==> config.mk <==
export PLATFORM = sky130hd
export DESIGN_NAME = vga_rx_capture
export DESIGN_NICKNAME = d
export VERILOG_FILES = /design/src/rtl/vga_rx_capture.sv
export SDC_FILE = /design/constraint.sdc
export NUM_CORES = 1
export LEC_CHECK = 0
export CORE_MARGIN = 2
export CORE_UTILIZATION = 54
export DETAILED_ROUTE_END_ITERATION = 6
export PLACE_DENSITY_LB_ADDON = 0.2
export SYNTH_ARGS = -nofsm -noshare
export SYNTH_HDL_FRONTEND = slang
export SYNTH_SLANG_ARGS = --single-unit
export TNS_END_PERCENT = 1
==> constraint.sdc <==
create_clock -name clk25MHz -period 3.4 [get_ports clk25MHz]
set_input_delay 0.68 -clock clk25MHz [delete_from_list [all_inputs] [get_ports clk25MHz]]
set_output_delay 0.68 -clock clk25MHz [all_outputs]
set_load 0.01 [all_outputs]
==> src/rtl/vga_rx_capture.sv <==
// VGA sink: locks to hsync/vsync edges, verifies line/frame geometry and
// turns the rgb stream back into (x, y, colour) pixels with lock/error status.
module vga_rx_capture #(
    parameter int H_ACTIVE = 640,
    parameter int H_FP     = 16,
    parameter int H_SYNC   = 96,
    parameter int H_BP     = 48,
    parameter int V_ACTIVE = 480,
    parameter int V_FP     = 10,
    parameter int V_SYNC   = 2,
    parameter int V_BP     = 33
) (
    input  logic       clk25MHz,
    input  logic       reset,
    input  logic       hsync,
    input  logic       vsync,
    input  logic [7:0] rgb,
    output logic       pixel_valid,
    output logic [9:0] pixel_x,
    output logic [9:0] pixel_y,
    output logic [7:0] pixel_rgb,
    output logic       frame_start,
    output logic       locked,
    output logic       sync_error
);

    localparam int H_TOTAL = H_ACTIVE + H_FP + H_SYNC + H_BP;
    localparam int V_TOTAL = V_ACTIVE + V_FP + V_SYNC + V_BP;

    localparam logic [9:0] H_TOT   = 10'(H_TOTAL);
    localparam logic [9:0] H_LAST  = 10'(H_TOTAL - 1);
    localparam logic [9:0] H_START = 10'(H_SYNC + H_BP);
    localparam logic [9:0] H_END   = 10'(H_SYNC + H_BP + H_ACTIVE - 1);
    localparam logic [9:0] V_TOT   = 10'(V_TOTAL);
    localparam logic [9:0] V_LAST  = 10'(V_TOTAL - 1);
    localparam logic [9:0] V_START = 10'(V_SYNC + V_BP);
    localparam logic [9:0] V_END   = 10'(V_SYNC + V_BP + V_ACTIVE - 1);

    typedef enum logic [1:0] {
        SEARCH  = 2'd0,
        MEASURE = 2'd1,
        LOCKED  = 2'd2
    } state_t;

    state_t state, state_nxt;

    logic       hsync_q, vsync_q, hsync_q1, vsync_q1;
    logic [7:0] rgb_q;
    logic [9:0] hcount, vcount;

    logic       h_edge_p1, v_edge_p1, err_p1, vld_p1;
    logic [9:0] h_pos_p1, v_pos_p1;

    function automatic logic [9:0] sat_inc(input logic [9:0] val, input logic [9:0] lim);
        return (val >= lim) ? lim : val + 10'd1;
    endfunction

    // Stage 1: pin capture plus previous-cycle sync copies for edge detection
    always_ff @(posedge clk25MHz) begin
        if (reset) begin
            hsync_q  <= 1'b1;
            vsync_q  <= 1'b1;
            hsync_q1 <= 1'b1;
            vsync_q1 <= 1'b1;
            rgb_q    <= '0;
        end else begin
            hsync_q  <= hsync;
            vsync_q  <= vsync;
            hsync_q1 <= hsync_q;
            vsync_q1 <= vsync_q;
            rgb_q    <= rgb;
        end
    end

    // h_pos/v_pos are the coordinates of the sample now in stage 1;
    // hcount/vcount hold those of the previous sample.
    always_comb begin
        h_edge_p1 = hsync_q1 & ~hsync_q;
        v_edge_p1 = vsync_q1 & ~vsync_q;
        h_pos_p1  = h_edge_p1 ? '0 : sat_inc(hcount, H_TOT);
        if (v_edge_p1)
            v_pos_p1 = '0;
        else if (h_edge_p1)
            v_pos_p1 = sat_inc(vcount, V_TOT);
        else
            v_pos_p1 = vcount;

        err_p1 = (state != SEARCH) &&
                 ((h_edge_p1 && (hcount != H_LAST)) ||
                  (v_edge_p1 && (vcount != V_LAST)) ||
                  (h_pos_p1 == H_TOT) || (v_pos_p1 == V_TOT));
    end

    always_comb begin
        state_nxt = state;
        case (state)
            SEARCH:  if (v_edge_p1) state_nxt = MEASURE;
            MEASURE: begin
                if (err_p1)
                    state_nxt = SEARCH;
                else if (v_edge_p1)
                    state_nxt = LOCKED;
            end
            LOCKED:  if (err_p1) state_nxt = SEARCH;
            default: state_nxt = SEARCH;
        endcase

        vld_p1 = (state_nxt == LOCKED) &&
                 (h_pos_p1 >= H_START) && (h_pos_p1 <= H_END) &&
                 (v_pos_p1 >= V_START) && (v_pos_p1 <= V_END);
    end

    always_ff @(posedge clk25MHz) begin
        if (reset) begin
            state  <= SEARCH;
            hcount <= '0;
            vcount <= '0;
        end else begin
            state  <= state_nxt;
            hcount <= h_pos_p1;
            vcount <= v_pos_p1;
        end
    end

    // Stage 2: registered pixel stream and status
    always_ff @(posedge clk25MHz) begin
        if (reset) begin
            pixel_valid <= 1'b0;
            pixel_x     <= '0;
            pixel_y     <= '0;
            pixel_rgb   <= '0;
            frame_start <= 1'b0;
            locked      <= 1'b0;
            sync_error  <= 1'b0;
        end else begin
            pixel_valid <= vld_p1;
            pixel_x     <= vld_p1 ? h_pos_p1 - H_START : '0;
            pixel_y     <= vld_p1 ? v_pos_p1 - V_START : '0;
            pixel_rgb   <= vld_p1 ? rgb_q : '0;
            frame_start <= vld_p1 && (h_pos_p1 == H_START) && (v_pos_p1 == V_START);
            locked      <= (state_nxt == LOCKED);
            sync_error  <= err_p1;
        end
    end

endmodule

* Word-level counts from Yosys, hierarchy flattened
Index checks and enable logic that the tools add are counted.
Storage, ports and cells: register bits 66, logic and storage cells 64, output and inout port bits 32, input port bits 12
Operators by class: order comparisons 6, add/subtract/negate cells 4, bitwise operators 5, muxes and demuxes 10, equal/unequal tests 9, reductions and logical operators 15
Operators by type and width (count):
- 10-bit two-way mux | 5
- 10-bit by 1-bit adder with 10-bit output (second input constant) | 2
- 10-bit == test (second input constant) | 2
- 10-bit greater-or-equal comparator (second input constant) | 2
- 10-bit <= comparator (second input constant) | 2
- 10-bit inequality test (second input constant) | 2
- 10-bit by 6-bit == test with 1-bit output (second input constant) | 1
- 10-bit by 8-bit == test with 1-bit output (second input constant) | 1
- 10-bit by 6-bit greater-or-equal comparator with 1-bit output (second input constant) | 1
- 10-bit by 8-bit greater-or-equal comparator with 1-bit output (second input constant) | 1
- 10-bit by 6-bit subtractor with 10-bit output (second input constant) | 1
- 10-bit by 8-bit subtractor with 10-bit output (second input constant) | 1
- 1-bit logical AND | 9
- 2-bit two-way mux | 4
- 2-bit one-hot mux with 3 select lines | 1
- 2-bit == test (second input constant) | 2
- 1-bit logical OR | 3
- 1-bit NOT | 3
- 1-bit AND | 2
- 2-bit by 1-bit == test with 1-bit output (second input constant) | 1
- 2-bit zero test | 1
- 2-bit nonzero test | 1
- 2-bit OR reduction | 1

* Depth between registers and ports, before layout
depth in word-level cells 16, mapped depth 14, gate-level depth less buffers 13

* Worst setup path before layout
OpenSTA, ideal clock, no wires.
kind reg-to-reg, start reg vcount[0], end reg pixel_y[5], required time 3.304 ns, arrival 2.769 ns, setup time 0.096 ns, setup slack 0.535 ns, stages on the path, launching flop included 15, clock period less this slack 2.865 ns, path buffers 1, path through dfxtp_1 -> inv_1 -> ha_1 -> nor2b_1 -> o211ai_1 -> a211oi_1 -> or3_1 -> inv_1 -> ha_1 -> inv_1 -> a41oi_2 -> or3_1 -> o2111ai_1 -> buf_4 -> nor4b_1
On the way: longest elaborated chain between the ends 16, elaborated cells between the ends (all ways) 25, those cells by class add/sub (2); order compare (3); eq/ne (3); mux (6); bitwise (1); reduce/logical (10)
RTL lines:
- start: declaration | RTL line 49 | logic [9:0] hcount, vcount;
- start signal: assignment | RTL line 121 | vcount <= v_pos_p1;
- 10-bit by 1-bit adder with 10-bit output / 10-bit greater-or-equal comparator (equally long branches) | RTL line 55 | return (val >= lim) ? lim : val + 10'd1;
- 10-bit two-way mux | RTL line 55
- 10-bit two-way mux (*) | RTL line 83 | else if (h_edge_p1)
- 10-bit two-way mux (*) | RTL line 81 | if (v_edge_p1)
- named net v_pos_p1[0] | RTL line 52 | logic [9:0] h_pos_p1, v_pos_p1;
- 10-bit == test | RTL line 91 | (h_pos_p1 == H_TOT) || (v_pos_p1 == V_TOT));
- 1-bit logical OR | RTL line 91
- 1-bit logical AND | RTL line 88 | err_p1 = (state != SEARCH) &&
- 2-bit two-way mux (on tied branches) | RTL line 104, 99
- 2-bit one-hot mux with 3 select lines | RTL line 96 | case (state)
- 2-bit == test | RTL line 108 | vld_p1 = (state_nxt == LOCKED) &&
- 1-bit logical AND | RTL line 108
- 1-bit logical AND (2 in series) | RTL line 109 | (h_pos_p1 >= H_START) && (h_pos_p1 <= H_END) &&
- 1-bit logical AND | RTL line 110 | (v_pos_p1 >= V_START) && (v_pos_p1 <= V_END);
- 1-bit NOT (no line)
- 2-bit OR reduction (no line)
- end signal: assignment | RTL line 138 | pixel_y <= vld_p1 ? v_pos_p1 - V_START : '0;
- end: declaration | RTL line 20 | output logic [9:0] pixel_y,
The timed path passes the listed nets; every way through them passes the cells marked *. A chain may end at the register's enable or synchronous reset.

* Final worst setup path
start reg hcount[0], end reg pixel_x[9]
On the way: longest elaborated chain between the ends 16, elaborated cells between the ends (all ways) 24, those cells by class add/sub (2); order compare (3); eq/ne (3); mux (5); bitwise (1); reduce/logical (10)
RTL lines:
- start: declaration | RTL line 49
- start signal: assignment | RTL line 120 | hcount <= h_pos_p1;
- 10-bit by 1-bit adder with 10-bit output / 10-bit greater-or-equal comparator (equally long branches) | RTL line 55
- 10-bit two-way mux | RTL line 55
- 10-bit two-way mux | RTL line 80 | h_pos_p1 = h_edge_p1 ? '0 : sat_inc(hcount, H_TOT);
- 10-bit == test | RTL line 91
- 1-bit logical OR | RTL line 90 | (v_edge_p1 && (vcount != V_LAST)) ||
- 1-bit logical OR | RTL line 91
- 1-bit logical AND | RTL line 88
- 2-bit two-way mux (on tied branches) | RTL line 104, 99
- 2-bit one-hot mux with 3 select lines | RTL line 96
- 2-bit == test | RTL line 108
- 1-bit logical AND | RTL line 108
- 1-bit logical AND (2 in series) | RTL line 109
- 1-bit logical AND | RTL line 110
- 1-bit NOT (no line)
- 2-bit OR reduction (no line)
- end signal: assignment | RTL line 137 | pixel_x <= vld_p1 ? h_pos_p1 - H_START : '0;
- end: declaration | RTL line 19 | output logic [9:0] pixel_x,
Several ways; a longest one is shown, not always the timed one.

==> results.sh <==
export IMPL_dpl_hpwl_mm=5.22
export IMPL_cts_tree="yes"
export IMPL_synth_seq_cells=66
export IMPL_fin_crit_sh=0.928
export IMPL_peakVddDrop_uv=286
export IMPL_endpoint_kind="flip-flop"
export IMPL_placedInstanceArea_sq_um=3650
export IMPL_grt_total_usage=0.243
export IMPL_criticalPathCategory="flip-flop to flip-flop"
export IMPL_cp_start_kind="flip-flop"
export IMPL_maxCapViolations=0
export IMPL_port_buffers=43
export IMPL_wl_per_cell_um=15.6
export IMPL_syn_area_sq_um=3120
export IMPL_dieArea_sq_um=6400
export IMPL_finalPower_mw=1.62
export IMPL_crit_family="compound AO/OA/AOI/OAI gates"
export IMPL_tightest_slew_ps=567
export IMPL_area_delta_synth_final_pct=26.0
export IMPL_seq_area_sq_um=1320
export IMPL_r2r_slack_ps=250
export IMPL_hold_start="rgb_q[4]"
export IMPL_setup_viol=0
export IMPL_die_w_um=80.0
export IMPL_nFillCells=430
export IMPL_ys_warn_count=0
export IMPL_holdCritPathClass="flip-flop to flip-flop"
export IMPL_status="completed"
export IMPL_antenna_found_initial=0
export IMPL_worst_slack_ps=246
export IMPL_reg2reg_to="pixel_x[9]"
export IMPL_synth_cell_types=55
export IMPL_drive_above_1_share=0.132
export IMPL_num_antenna_cells=0
export IMPL_hold_viol=0
export IMPL_maxSlewViolCount=0
export IMPL_skew_ps=5.48
export IMPL_postSynthAreaPerCell_sq_um=8.96
export IMPL_grt_ovfl_total=0
export IMPL_grt_max_degree=35
export IMPL_design_core_area_sq_um=5540
export IMPL_start_util=0.563
export IMPL_layout_min_cycle_time_ps=3150
export IMPL_crit_chain="inv_1 -> ha_1 -> or4b_1 -> o22ai_1 -> o21ai_1 -> and3_1 -> o21ai_0 -> o2111ai_4 -> buf_4 -> nor3_1"
export IMPL_grt_pass1_vias=2534
export IMPL_ioPinCount=44
export IMPL_hold_end="pixel_rgb[4]"
export IMPL_num_nets_final=422
export IMPL_clock_latency_ps=340
export IMPL_place_inst=457
export IMPL_cts_root_buf="clkbuf_8"
export IMPL_drc=0
export IMPL_first_iter_violations=294
export IMPL_p_leak_nw=1.47
export IMPL_synth_yosys_seq_area_share=0.424
export IMPL_cts_reportedPaths_clkPinSlew_ps=70
export IMPL_cts_hold_buffers=0
export IMPL_cts_buffer_depth=2
export IMPL_max_freq_mhz=317
export IMPL_worstHoldPathCells=2
export IMPL_avgViaCountPerCell=5.81
export IMPL_power_density_nw_per_um2=412
export IMPL_slew_limit_headroom=0.621
export IMPL_final_area_sq_um=3930
export IMPL_dp_slack_ps=185
export IMPL_cts_sinks=66
export IMPL_cts_buffers=9
export IMPL_r2r_start="hcount[0]"
export IMPL_drt_wl_total_mm=7.39
export IMPL_crit_fanout=10
export IMPL_die_h_um=80.0
export IMPL_grt_pass1_wl_mm=12.0
export IMPL_netlist_instances=348
export IMPL_multi_input_area_sq_um=1650
export IMPL_syn_nets=373
export IMPL_vias=2753
export IMPL_gp_congestion=0.962
export IMPL_async_flop_share=0
export IMPL_postRouteAntennaNets=0
export IMPL_htree_num_levels=3
export IMPL_required_ps=3660
export IMPL_crit_slowest_cell="dfxtp_1"
export IMPL_synth_edf_count=0
export IMPL_worst_path_buf_inv=2
export IMPL_dr_pass1_iters=5
export IMPL_ys_flop_type="dfxtp_1"
export IMPL_rows=27
export IMPL_fin_cells=474
export IMPL_arrival_ps=3410
export IMPL_critPathMaxStageDelay_ps=500
export IMPL_reg2regPathDepth=10
[cells in the mapped netlist, drive strengths merged (2+ instances only)]
cell,instances,share of area
o31a,3,0.0084
nor2,26,0.031
xnor2,11,0.031
and4,3,0.0084
a22o,2,0.0056
and4b,2,0.0064
or2,6,0.012
nor4,10,0.033
nand2,15,0.018
inv,24,0.029
a21oi,5,0.0080
a211oi,6,0.014
nand2b,6,0.013
o211ai,3,0.0072
nand4,5,0.010
and3,5,0.010
or3,8,0.016
a41oi,3,0.011
nor3,40,0.064
ha,13,0.052
xor2,6,0.017
dfxtp,66,0.42
nand4b,2,0.0056
o21ai,12,0.019
o211a,4,0.013
or4,2,0.0048
nor2b,12,0.024
o21a,2,0.0048
clkbuf,10,0.012
o31ai,2,0.0048
nand3,7,0.011
buf,10,0.019
mux2,2,0.0072
a31oi,2,0.0040
[layout make-up]
class                           count  share of cell area
Clock buffer                       10              0.0350
Clock inverter                      6              0.0226
Sequential cell                    66               0.337
Tap cell                           72              0.0229
Multi-Input combinational cell    238               0.421
Timing Repair Buffer               58               0.139
Inverter                           24              0.0229
[state kept, by name (all words and copies together), names as in the netlist, 2 cells and up]
| register | count |
|---|---|
| state | 2 |
| hcount | 10 |
| pixel_rgb | 8 |
| rgb_q | 8 |
| pixel_x | 10 |
| pixel_y | 10 |
| vcount | 10 |
[repair_timing]
item	in CTS	in global routing
buffers inserted	0	1
endpoints found under the setup margin	0	28
gates resized for setup	0	7
[logic make-up after synthesis]
family	after synthesis	synth area share
xor gates and xnor gates	17	0.0478
AOI/OAI and AO/OA	54	0.132
adders and majority gates	13	0.0522
DFF	66	0.424
and+or+nand+nor	152	0.276
muxes	2	0.00722
buffers and inverters	44	0.0602
[routing by layer]
layer | part of all wire | vias to the layer above | routed length, um | GRT usage
met3 | 0.074 | 15 | 550 | 0.0532
met2 | 0.46 | 124 | 3400 | 0.370
met4 | 0.017 | 0 | 125 | 0.103
met5 | 0 | - | 0 | 0
li1 | - | 1333 | - | -
met1 | 0.45 | 1281 | 3310 | 0.332
[tightest hold or removal path, cell delays in order (launching register included)]
cell and delay, ps:
dfxtp_1 300, inv_1 40, nor3_1 40
[power by group]
part	switching, mW	total [mW]	internal [mW]	leakage (nW)
Clock	0.301	0.735	0.434	0.109
Sequential	0.0103	0.795	0.785	0.536
Combinational	0.0515	0.0904	0.0389	0.827
[cell usage in the layout (no fill, tap or decap), types with 9 or more instances in the layout]
cell,n
dfxtp_1,65
clkdlybuf4s50_1,43
nor3_1,40
nor2_1,26
inv_1,24
nand2_1,15
buf_4,14
ha_1,13
nor2b_1,12
xnor2_1,11
clkbuf_8,10
o21ai_0,9
[how the worst max path moves through the flow]
stage / slack [ps] / startpoint / cells after the start / to
final: 250 / hcount[0] / 10 / pixel_x[9]
after global routing: -20 / vcount[1] / 15 / pixel_x[7]
after CTS: 130 / vcount[1] / 14 / pixel_x[5]
after detailed placement: 190 / vcount[1] / 14 / pixel_x[5]
after global placement: 360 / vcount[1] / 14 / pixel_x[6]
after floorplan: 540 / vcount[0] / 14 / pixel_y[5]
[metrics by stage]
step / util / setup TNS [ps] / hold WS [ps]
2_1_floorplan: - / 0 / 401
5_1_grt: 0.709 / -45.5 / 417
6_report: 0.709 / 0 / 413
4_1_cts: 0.700 / 0 / 416
3_3_place_gp: 0.659 / 0 / 403
3_5_place_dp: 0.659 / 0 / 406
(Power assumes the default switching activity.)
